## src/rtl/cpu_ctrl_pkg.sv

```systemverilog
// Shared encodings for the multi-cycle control unit: FSM states, opcode/ext/cond constants,
// flag bit positions and the writeback classifier.
package cpu_ctrl_pkg;

  typedef enum logic [1:0] {
    StFetch   = 2'd0,
    StDecode  = 2'd1,
    StExecute = 2'd2,
    StHalt    = 2'd3
  } state_e;

  localparam logic [3:0] OpRtype = 4'b0000;
  localparam logic [3:0] OpBcond = 4'b1100;
  localparam logic [3:0] OpHalt  = 4'b1110;
  localparam logic [3:0] OpCmpi  = 4'b1011;

  localparam logic [3:0] ExtCmp = 4'b1011;

  localparam logic [3:0] CondEq = 4'b0000;
  localparam logic [3:0] CondNe = 4'b0001;
  localparam logic [3:0] CondCs = 4'b0010;
  localparam logic [3:0] CondCc = 4'b0011;
  localparam logic [3:0] CondUc = 4'b1110;

  localparam int unsigned FlagC = 4;
  localparam int unsigned FlagL = 3;
  localparam int unsigned FlagF = 2;
  localparam int unsigned FlagZ = 1;
  localparam int unsigned FlagN = 0;

  // Compares, branches and halt leave the register file untouched.
  function automatic logic has_writeback(input logic [15:0] ir);
    logic [3:0] op;
    op = ir[15:12];
    if (op == OpBcond || op == OpHalt || op == OpCmpi) return 1'b0;
    if (op == OpRtype && ir[7:4] == ExtCmp) return 1'b0;
    return 1'b1;
  endfunction

endpackage

```

## src/rtl/branch_cond_eval.sv

```systemverilog
// Combinational branch condition evaluation against the latched flag register.
module branch_cond_eval
  import cpu_ctrl_pkg::*;
(
  input  logic [3:0] cond_i,
  input  logic [4:0] flag_reg_i,
  output logic       taken_o
);

  logic unused_flags;
  assign unused_flags = ^{flag_reg_i[FlagL], flag_reg_i[FlagF], flag_reg_i[FlagN]};

  always_comb begin
    taken_o = 1'b0;
    case (cond_i)
      CondEq:  taken_o = flag_reg_i[FlagZ];
      CondNe:  taken_o = ~flag_reg_i[FlagZ];
      CondCs:  taken_o = flag_reg_i[FlagC];
      CondCc:  taken_o = ~flag_reg_i[FlagC];
      CondUc:  taken_o = 1'b1;
      default: taken_o = 1'b0;
    endcase
  end

endmodule

```

## src/rtl/cpu_control_fsm.sv

```systemverilog
// Multi-cycle fetch/decode/execute control unit: owns IR, PC and flag register, and drives the
// datapath's register enables and operand selects.
module cpu_control_fsm
  import cpu_ctrl_pkg::*;
#(
  parameter int unsigned           PC_WIDTH = 16,
  parameter logic [PC_WIDTH-1:0]   RESET_PC = '0
) (
  input  logic                clk,
  input  logic                reset,
  input  logic [15:0]         instr_in,
  input  logic                instr_valid,
  output logic                instr_req,
  output logic [PC_WIDTH-1:0] pc,
  input  logic [4:0]          Flags,
  output logic [4:0]          flag_reg,
  output logic [15:0]         RegEnable,
  output logic [3:0]          MuxControlA,
  output logic [3:0]          MuxControlB,
  output logic                MuxControlC,
  output logic [15:0]         AluControl,
  output logic                halted
);

  state_e              state_q, state_d;
  logic [15:0]         ir_q, ir_d;
  logic [PC_WIDTH-1:0] pc_q, pc_d;
  logic [4:0]          flag_reg_q, flag_reg_d;

  logic [3:0]          opcode;
  logic                taken;
  logic [PC_WIDTH-1:0] branch_off;

  assign opcode     = ir_q[15:12];
  assign branch_off = {{(PC_WIDTH-8){ir_q[7]}}, ir_q[7:0]};

  branch_cond_eval u_branch_cond_eval (
    .cond_i     (ir_q[11:8]),
    .flag_reg_i (flag_reg_q),
    .taken_o    (taken)
  );

  always_ff @(posedge clk or negedge reset) begin
    if (!reset) begin
      state_q    <= StFetch;
      ir_q       <= '0;
      pc_q       <= RESET_PC;
      flag_reg_q <= '0;
    end else begin
      state_q    <= state_d;
      ir_q       <= ir_d;
      pc_q       <= pc_d;
      flag_reg_q <= flag_reg_d;
    end
  end

  always_comb begin
    state_d    = state_q;
    ir_d       = ir_q;
    pc_d       = pc_q;
    flag_reg_d = flag_reg_q;
    instr_req  = 1'b0;
    halted     = 1'b0;
    RegEnable  = '0;
    case (state_q)
      StFetch: begin
        instr_req = 1'b1;
        if (instr_valid) begin
          ir_d    = instr_in;
          state_d = StDecode;
        end
      end
      StDecode: begin
        state_d = (opcode == OpHalt) ? StHalt : StExecute;
      end
      StExecute: begin
        if (has_writeback(ir_q)) RegEnable = 16'(1) << ir_q[11:8];
        if (opcode == OpBcond) begin
          // Branch target is relative to the branch's own pc.
          pc_d = taken ? (pc_q + branch_off) : (pc_q + 1'b1);
        end else begin
          pc_d       = pc_q + 1'b1;
          flag_reg_d = Flags;
        end
        state_d = StFetch;
      end
      StHalt: begin
        halted = 1'b1;
      end
      default: state_d = StFetch;
    endcase
  end

  assign pc          = pc_q;
  assign flag_reg    = flag_reg_q;
  assign AluControl  = ir_q;
  assign MuxControlA = ir_q[11:8];
  assign MuxControlB = ir_q[3:0];
  assign MuxControlC = (opcode != OpRtype);

endmodule
```

## config.mk

```make
export PLATFORM = sky130hd
export DESIGN_NAME = cpu_control_fsm
export DESIGN_NICKNAME = d
export VERILOG_FILES = /design/src/rtl/cpu_ctrl_pkg.sv /design/src/rtl/branch_cond_eval.sv /design/src/rtl/cpu_control_fsm.sv
export SDC_FILE = /design/constraint.sdc
export NUM_CORES = 1
export LEC_CHECK = 0
export CELL_PAD_IN_SITES_DETAIL_PLACEMENT = 1
export CELL_PAD_IN_SITES_GLOBAL_PLACEMENT = 1
export CORE_MARGIN = 3
export CORE_UTILIZATION = 39
export CTS_BUF_LIST = sky130_fd_sc_hd__clkbuf_4
export DETAILED_ROUTE_END_ITERATION = 8
export PLACE_DENSITY = 0.85
export RECOVER_POWER = 25
export SYNTH_ARGS = -nofsm -noshare
export SYNTH_HDL_FRONTEND = slang
export SYNTH_SLANG_ARGS = --single-unit
```

## constraint.sdc

```tcl
create_clock -name clk -period 3.9 [get_ports clk]
set_clock_uncertainty 0.15 [all_clocks]
set_input_delay 0.585 -clock clk [delete_from_list [all_inputs] [get_ports clk]]
set_output_delay 0.585 -clock clk [all_outputs]
set_load 0.03 [all_outputs]
```

==> results of run 1 <==
==> per-layer routing <==
layer | part of all wire | global-route usage
met5 | 0 | 0
met1 | 0.45 | 0.2755
met3 | 0.037 | 0.03574
met2 | 0.50 | 0.3755
met4 | 0.014 | 0.05739
==> power breakdown <==
| group | switching (mW) | internal, mW |
|---|---|---|
| clock | 0.162 | 0.0723 |
| sequential | 0.308 | 0.584 |
| combinational | 1.43 | 1.07 |
==> worst min-delay path by stage <==
| stage | startpoint | endpoint | depth (start not counted) |
|---|---|---|---|
| after floorplan | reset | AluControl[0] | 0 |
| after global placement | flag_reg[3] | flag_reg[3] | 1 |
| after detailed placement | flag_reg[2] | flag_reg[2] | 1 |
| after CTS | reset | AluControl[12] | 1 |
| after global routing | flag_reg[0] | flag_reg[0] | 1 |
| final | flag_reg[2] | flag_reg[2] | 1 |
==> synth_stat cells (all sizes together), types with 10 or more instances <==
cell    n  area share
o21ai  22       0.037
inv    10       0.013
nor3   13       0.022
nand3  15       0.026
nand2  30       0.038
ha     21       0.089
nor2   32       0.041
dfrtp  39        0.33
a21oi  27       0.046
mux2   23       0.089
buf    11       0.028
==> stage by stage <==
stage / utilization / cells / setup slack (ns)
after floorplan: - / 335 / 1.138
after global placement: 0.5281 / 507 / 0.8544
after detailed placement: 0.5281 / 507 / 0.7204
after CTS: 0.5365 / 515 / 0.2803
after global routing: 0.5364 / 515 / 0.08222
final: 0.5364 / 515 / 0.3102
==> worst max-delay path: stages, from the launching register on <==
cell and delay [ns]:
dfrtp_1 0.44, inv_1 0.11, ha_1 0.18, inv_1 0.04, buf_4 0.19, nor3_1 0.41
nand3_1 0.23, nor3_1 0.18, clkdlybuf4s50_1 0.69
==> cell families (layout without fill, tap and decap cells) <==
family                   count (synthesis)  in the layout  share of synthesized area
AO/OA/AOI/OAI                           85             85                     0.1820
buffers and inverters                   27            108                    0.04805
adder cells (fa/ha/maj)                 22             22                    0.09609
multiplexers                            25             25                    0.09609
XOR/XNOR                                12             12                    0.03571
flip-flops                              39             39                     0.3316
AND/OR/NAND/NOR                        125            125                     0.2105
==> layout make-up <==
| type | instances | area (µm²) | share of cell area |
|---|---|---|---|
| Tap cell | 99 | 123.9 | 0.03167 |
| Clock inverter | 3 | 23.77 | 0.006078 |
| Inverter | 10 | 37.54 | 0.009597 |
| Sequential cell | 39 | 975.9 | 0.2495 |
| Clock buffer | 5 | 37.54 | 0.009597 |
| Multi-Input combinational cell | 269 | 1826 | 0.4667 |
| Timing Repair Buffer | 90 | 887.1 | 0.2268 |
==> flow_summary.toml, run 1 <==
[outcome]
status = "complete, but fails checks"
violations = "capacitance limit, slew limit"

[synthesis]
avgSynthCellArea_um2 = 8.785
ys_ff_latch = 39
synth_cell_types = 53
synth-edff-count = 0
ys.flop_type = "dfrtp_1"
synth-seq-area-share = 0.3316
ys_warn_count = 0
syn_inst = 335
synth_area_mm2 = 0.002943
syn_nets = 381
async_reset_ff_frac = 1.000

[clock_network]
path_clk_slew_ns = 0.14
clk_path_buf_depth = 2
holdBufCountCts = 0
post_cts_resized = 0
clock-sinks = 39
ctsHtreeMaxLevel = 2
cts_tree = "yes"
cts_root_buf = "clkbuf_4"
numCtsBuffers = 5
insertion_delay_ns = 0.37
cts_setup_buffers = 0

[placed_design]
numPortBuffers = 87
dpl.hpwl_um = 6949
gp_congestion = 0.8707
place_area_mm2 = 0.003851

[route]
postRouteWirelength_um = 9109
drtPass1Iterations = 4
antenna_left = 0
vias = 2869
viasPerCell = 5.571
drc = 0
wl_per_cell_um = 17.69
initialDrtViolationCount = 131

[global_route]
antenna_found_initial = 0
grt_max_degree = 40
grt_pass1_vias = 2980
grt_pass1_wl_um = 15010
grt_usage = 0.2156
overflow = 0

[worst_setup_path]
crit_start = "state_q[0]"
crit_path_start_kind = "flop"
r2r_start = "pc[0]"
critPathKind = "flop to output port"
critPathCaptureType = "output port"
cp-endpoint = "RegEnable[12]"
arrival_ns = 2.85
ff2ff_path_depth = 8
cp_max_fo = 15
worstPathRequired_ns = 3.16
r2r-end = "pc[14]"
r2r_setup_slack_ns = 0.95

[cells_and_area]
num-nets-final = 461
fillers = 879
finalInstanceArea_mm2 = 0.003911
layout_common_cells = "clkdlybuf4s50_1 (86), dfrtp_1 (39), nor2_1 (32)"
layout_commonest_cell = "clkdlybuf4s50_1"
drive_gt1_frac = 0.08894
syn_to_final_growth_pct = 32.91
n_antenna_cell = 0

[floorplan]
ioPinCount = 88
start_util = 0.4036
coreArea_mm2 = 0.007292
die_h_um = 92.87
die-width_um = 92.87
die_area_mm2 = 0.008624
row_count = 31

[power_and_ir_drop]
power_density_mw_per_mm2 = 927.7
leakagePower_nw = 1.553
ir_drop_uv = 501.2
total_power_mw = 3.629

[sta]
setup-tns-final_ns = 0
finalCritPeriodShare = 0.9205
min_period_ns = 3.590
hold_viol = 0
max_slew_margin = -0.4607
whs_ns = 0.3700
finalMaxSlewViolations = 40
setup_violations = 0
max_freq_ghz = 0.2786
rsz0062_at_grt = "no"
tightest_slew_ns = 2.191

[worst_hold_path]
hp-class = "flop to flop"

[run]
max_cap_viol_count = 1
No activity file was read; power rests on OpenSTA's default activity.
==> run 2, diff against run 1 <==
--- a/config.mk
+++ b/config.mk
@@ -8,11 +8,12 @@
 export CELL_PAD_IN_SITES_DETAIL_PLACEMENT = 1
 export CELL_PAD_IN_SITES_GLOBAL_PLACEMENT = 1
 export CORE_MARGIN = 3
-export CORE_UTILIZATION = 39
+export CORE_UTILIZATION = 38
 export CTS_BUF_LIST = sky130_fd_sc_hd__clkbuf_4
 export DETAILED_ROUTE_END_ITERATION = 8
-export PLACE_DENSITY = 0.85
+export PLACE_DENSITY = 0.82
 export RECOVER_POWER = 25
 export SYNTH_ARGS = -nofsm -noshare
 export SYNTH_HDL_FRONTEND = slang
+export SYNTH_HIERARCHICAL = 1
 export SYNTH_SLANG_ARGS = --single-unit
==> run 2 against run 1 <==
The run still ends with capacitance limit, slew limit left. Routed wire length rose by 0.56%. Die area rose by 3.4%. Register-to-register slack improved by 0.25 ns. Core utilization fell by 0.22 points. Combinational power barely moved. Clock power rose by 53%. Fmax rose by 7.5%. Sequential power barely moved. Global-route usage fell by 0.33 points. Worst hold slack got worse by 0.0024 ns. Final cell count fell by 2.9%. Critical path type unchanged. Critical endpoint is now RegEnable[2]. Largest power group unchanged. Highest routed layer unchanged.
==> flow_summary.toml, run 2 <==
[outcome]
status = "complete, but fails checks"
violations = "capacitance limit, slew limit"

[clock_network]
clock-sinks = 39
holdBufCountCts = 0
cts_setup_buffers = 0
post_cts_resized = 0
insertion_delay_ns = 0.36
clk_path_buf_depth = 2
ctsHtreeMaxLevel = 2
cts_root_buf = "clkbuf_4"
numCtsBuffers = 5
cts_tree = "yes"
path_clk_slew_ns = 0.12

[cells_and_area]
layout_commonest_cell = "clkdlybuf4s50_1"
layout_common_cells = "clkdlybuf4s50_1 (86), dfrtp_1 (39), nor2_1 (30)"
postLayoutCoreUtil = 0.5342
drive_gt1_frac = 0.1122
n_antenna_cell = 0
num-nets-final = 446
syn_to_final_growth_pct = 33.24

[floorplan]
die_area_mm2 = 0.008913
coreArea_mm2 = 0.007408
start_util = 0.4009
ioPinCount = 88
row_count = 31
die-width_um = 94.41
die_h_um = 94.41

[route]
antenna_left = 0
viasPerCell = 5.510
initialDrtViolationCount = 105
met2_length_um = 4338
vias = 2755
top_layer_used = "met4"
drtPass1Iterations = 4
drc = 0
wl_met1_um = 4286
wl_met3_um = 437
postRouteWirelength_um = 9160
wl_per_cell_um = 18.32

[worst_setup_path]
critPathKind = "flop to output port"
arrival_ns = 2.60
worstPathRequired_ns = 3.16
cp_max_fo = 14
critPathCaptureType = "output port"
crit_path_start_kind = "flop"

[synthesis]
async_reset_ff_frac = 1.000
netlist_top_cells_area = "dfrtp_1 (33%), ha_1 (8.8%), mux2_2 (8.3%)"
ys.flop_type = "dfrtp_1"
syn_inst = 322
synth_most_common_cell = "dfrtp_1"
synth_area_mm2 = 0.002970
synth_top_area_frac = 0.3286
avgSynthCellArea_um2 = 9.225
synth-edff-count = 0
ys_warn_count = 6
synthTopCellsByCount = "dfrtp_1 (39), nor2_1 (30), nand2_1 (29)"
synth_cell_types = 60
synth-seq-area-share = 0.3286
syn_nets = 368
ys_ff_latch = 39
synth_area_leader_cell = "dfrtp_1"

[power_and_ir_drop]
power_density_mw_per_mm2 = 957.0
seqPwrFrac = 0.236
leakagePower_nw = 1.617
ir_drop_uv = 319.8
clkPwrFrac = 0.095
p_sw_frac = 0.5074
internal_power_mw = 1.866
power.switching_mw = 1.922
pwr-share-comb = 0.669

[sta]
min_period_ns = 3.338
rsz0062_at_grt = "no"
hold_viol = 0
tightest_slew_ns = 2.159
setup-tns-final_ns = 0
finalCritPeriodShare = 0.8560
max_freq_ghz = 0.2995
setup_violations = 0
final.setup.worst_slack_ns = 0.5616
finalMaxSlewViolations = 40
max_slew_margin = -0.4392

[placed_design]
place_ws_ns = 0.9613
dpl.hpwl_um = 6759
gp_congestion = 0.8100
numPortBuffers = 87

[global_route]
grt_usage = 0.2123
antenna_found_initial = 0
grt_pass1_vias = 2953
grt_max_degree = 40
grt_pass1_wl_um = 14910
overflow = 0

[worst_hold_path]
hp-class = "flop to flop"

[run]
max_cap_viol_count = 1
==> run 2: changes by cell type in the layout (fill, tap and decap cells not counted), moves of 4 or more <==
cell     before  now
nor3_1       13    5
inv_1        10    6
nand3_1      15   11
nor4_1        5    1
xor2_1        6   10
==> run 2: power groups by stage <==
stage                     Sequential [mW]  Clock, mW  Combinational [mW]
after floorplan                      1.15          0                1.44
after global placement              0.880          0                2.46
after detailed placement            0.901          0                2.51
after CTS                           0.895      0.364                2.54
after global routing                0.936      0.381                2.74
final                               0.895      0.358                2.53
==> run 2: logic make-up (layout without fill, tap and decap cells) <==
kind of cell / after synthesis / in the layout / share of synthesized area
flip-flops: 39 / 39 / 0.3286
adder cells (fa/ha/maj): 22 / 22 / 0.09520
AO/OA/AOI/OAI: 92 / 92 / 0.2157
AND/OR/NAND/NOR: 106 / 106 / 0.1757
buffers and inverters: 24 / 103 / 0.04844
XOR/XNOR: 14 / 14 / 0.04128
multiplexers: 25 / 25 / 0.09520
==> run 2: routing by layer <==
layer	track usage	vias up
met4	0.06137	0
met3	0.03426	9
met1	0.2727	1338
met5	0	-
li1	-	1343
met2	0.3676	65
==> run 2: stage by stage <==
step                      total power, mW  area, µm²  hold WS (ns)  std cells
after floorplan                     2.597       2970        0.1394        322
after detailed placement            3.414       3854        0.3443        492
after global placement              3.343       3854        0.3092        492
after CTS                           3.802       3959        0.2195        500
after global routing                4.055       3958        0.3905        500
final                               3.788       3958        0.3677        500
==> run 2: path summary, 6_finish.rpt <==
path | from | end | slack (ns) | cells after the start
worst min-delay path | flag_reg[3] | flag_reg[3] | 0.37 | 1
max in group asynchronous | reset | AluControl[9] | 1.69 | 1
min in group asynchronous | reset | pc[3] | 0.68 | 1
worst max-delay path | AluControl[7] | RegEnable[2] | 0.56 | 5
worst min register to register | flag_reg[3] | flag_reg[3] | 0.37 | 1
worst max register to register | pc[0] | pc[12] | 1.20 | 8
==> run 2: critical path: stages, from the launching register on <==
cell and delay, ns:
dfrtp_1 0.59, a31oi_1 0.23, o211ai_1 0.16, or3_1 0.42
nor3_1 0.16, clkdlybuf4s50_1 0.70
==> run 2: cell type report <==
type                       count  area [µm²]
multi-input combinational    259        1851
timing repair buffer          89       879.6
inverter                       6       22.52
clock buffer                   6       45.04
fill                         865        3451
clock inverter                 2       60.06
sequential                    39       975.9
tap                           99       123.9
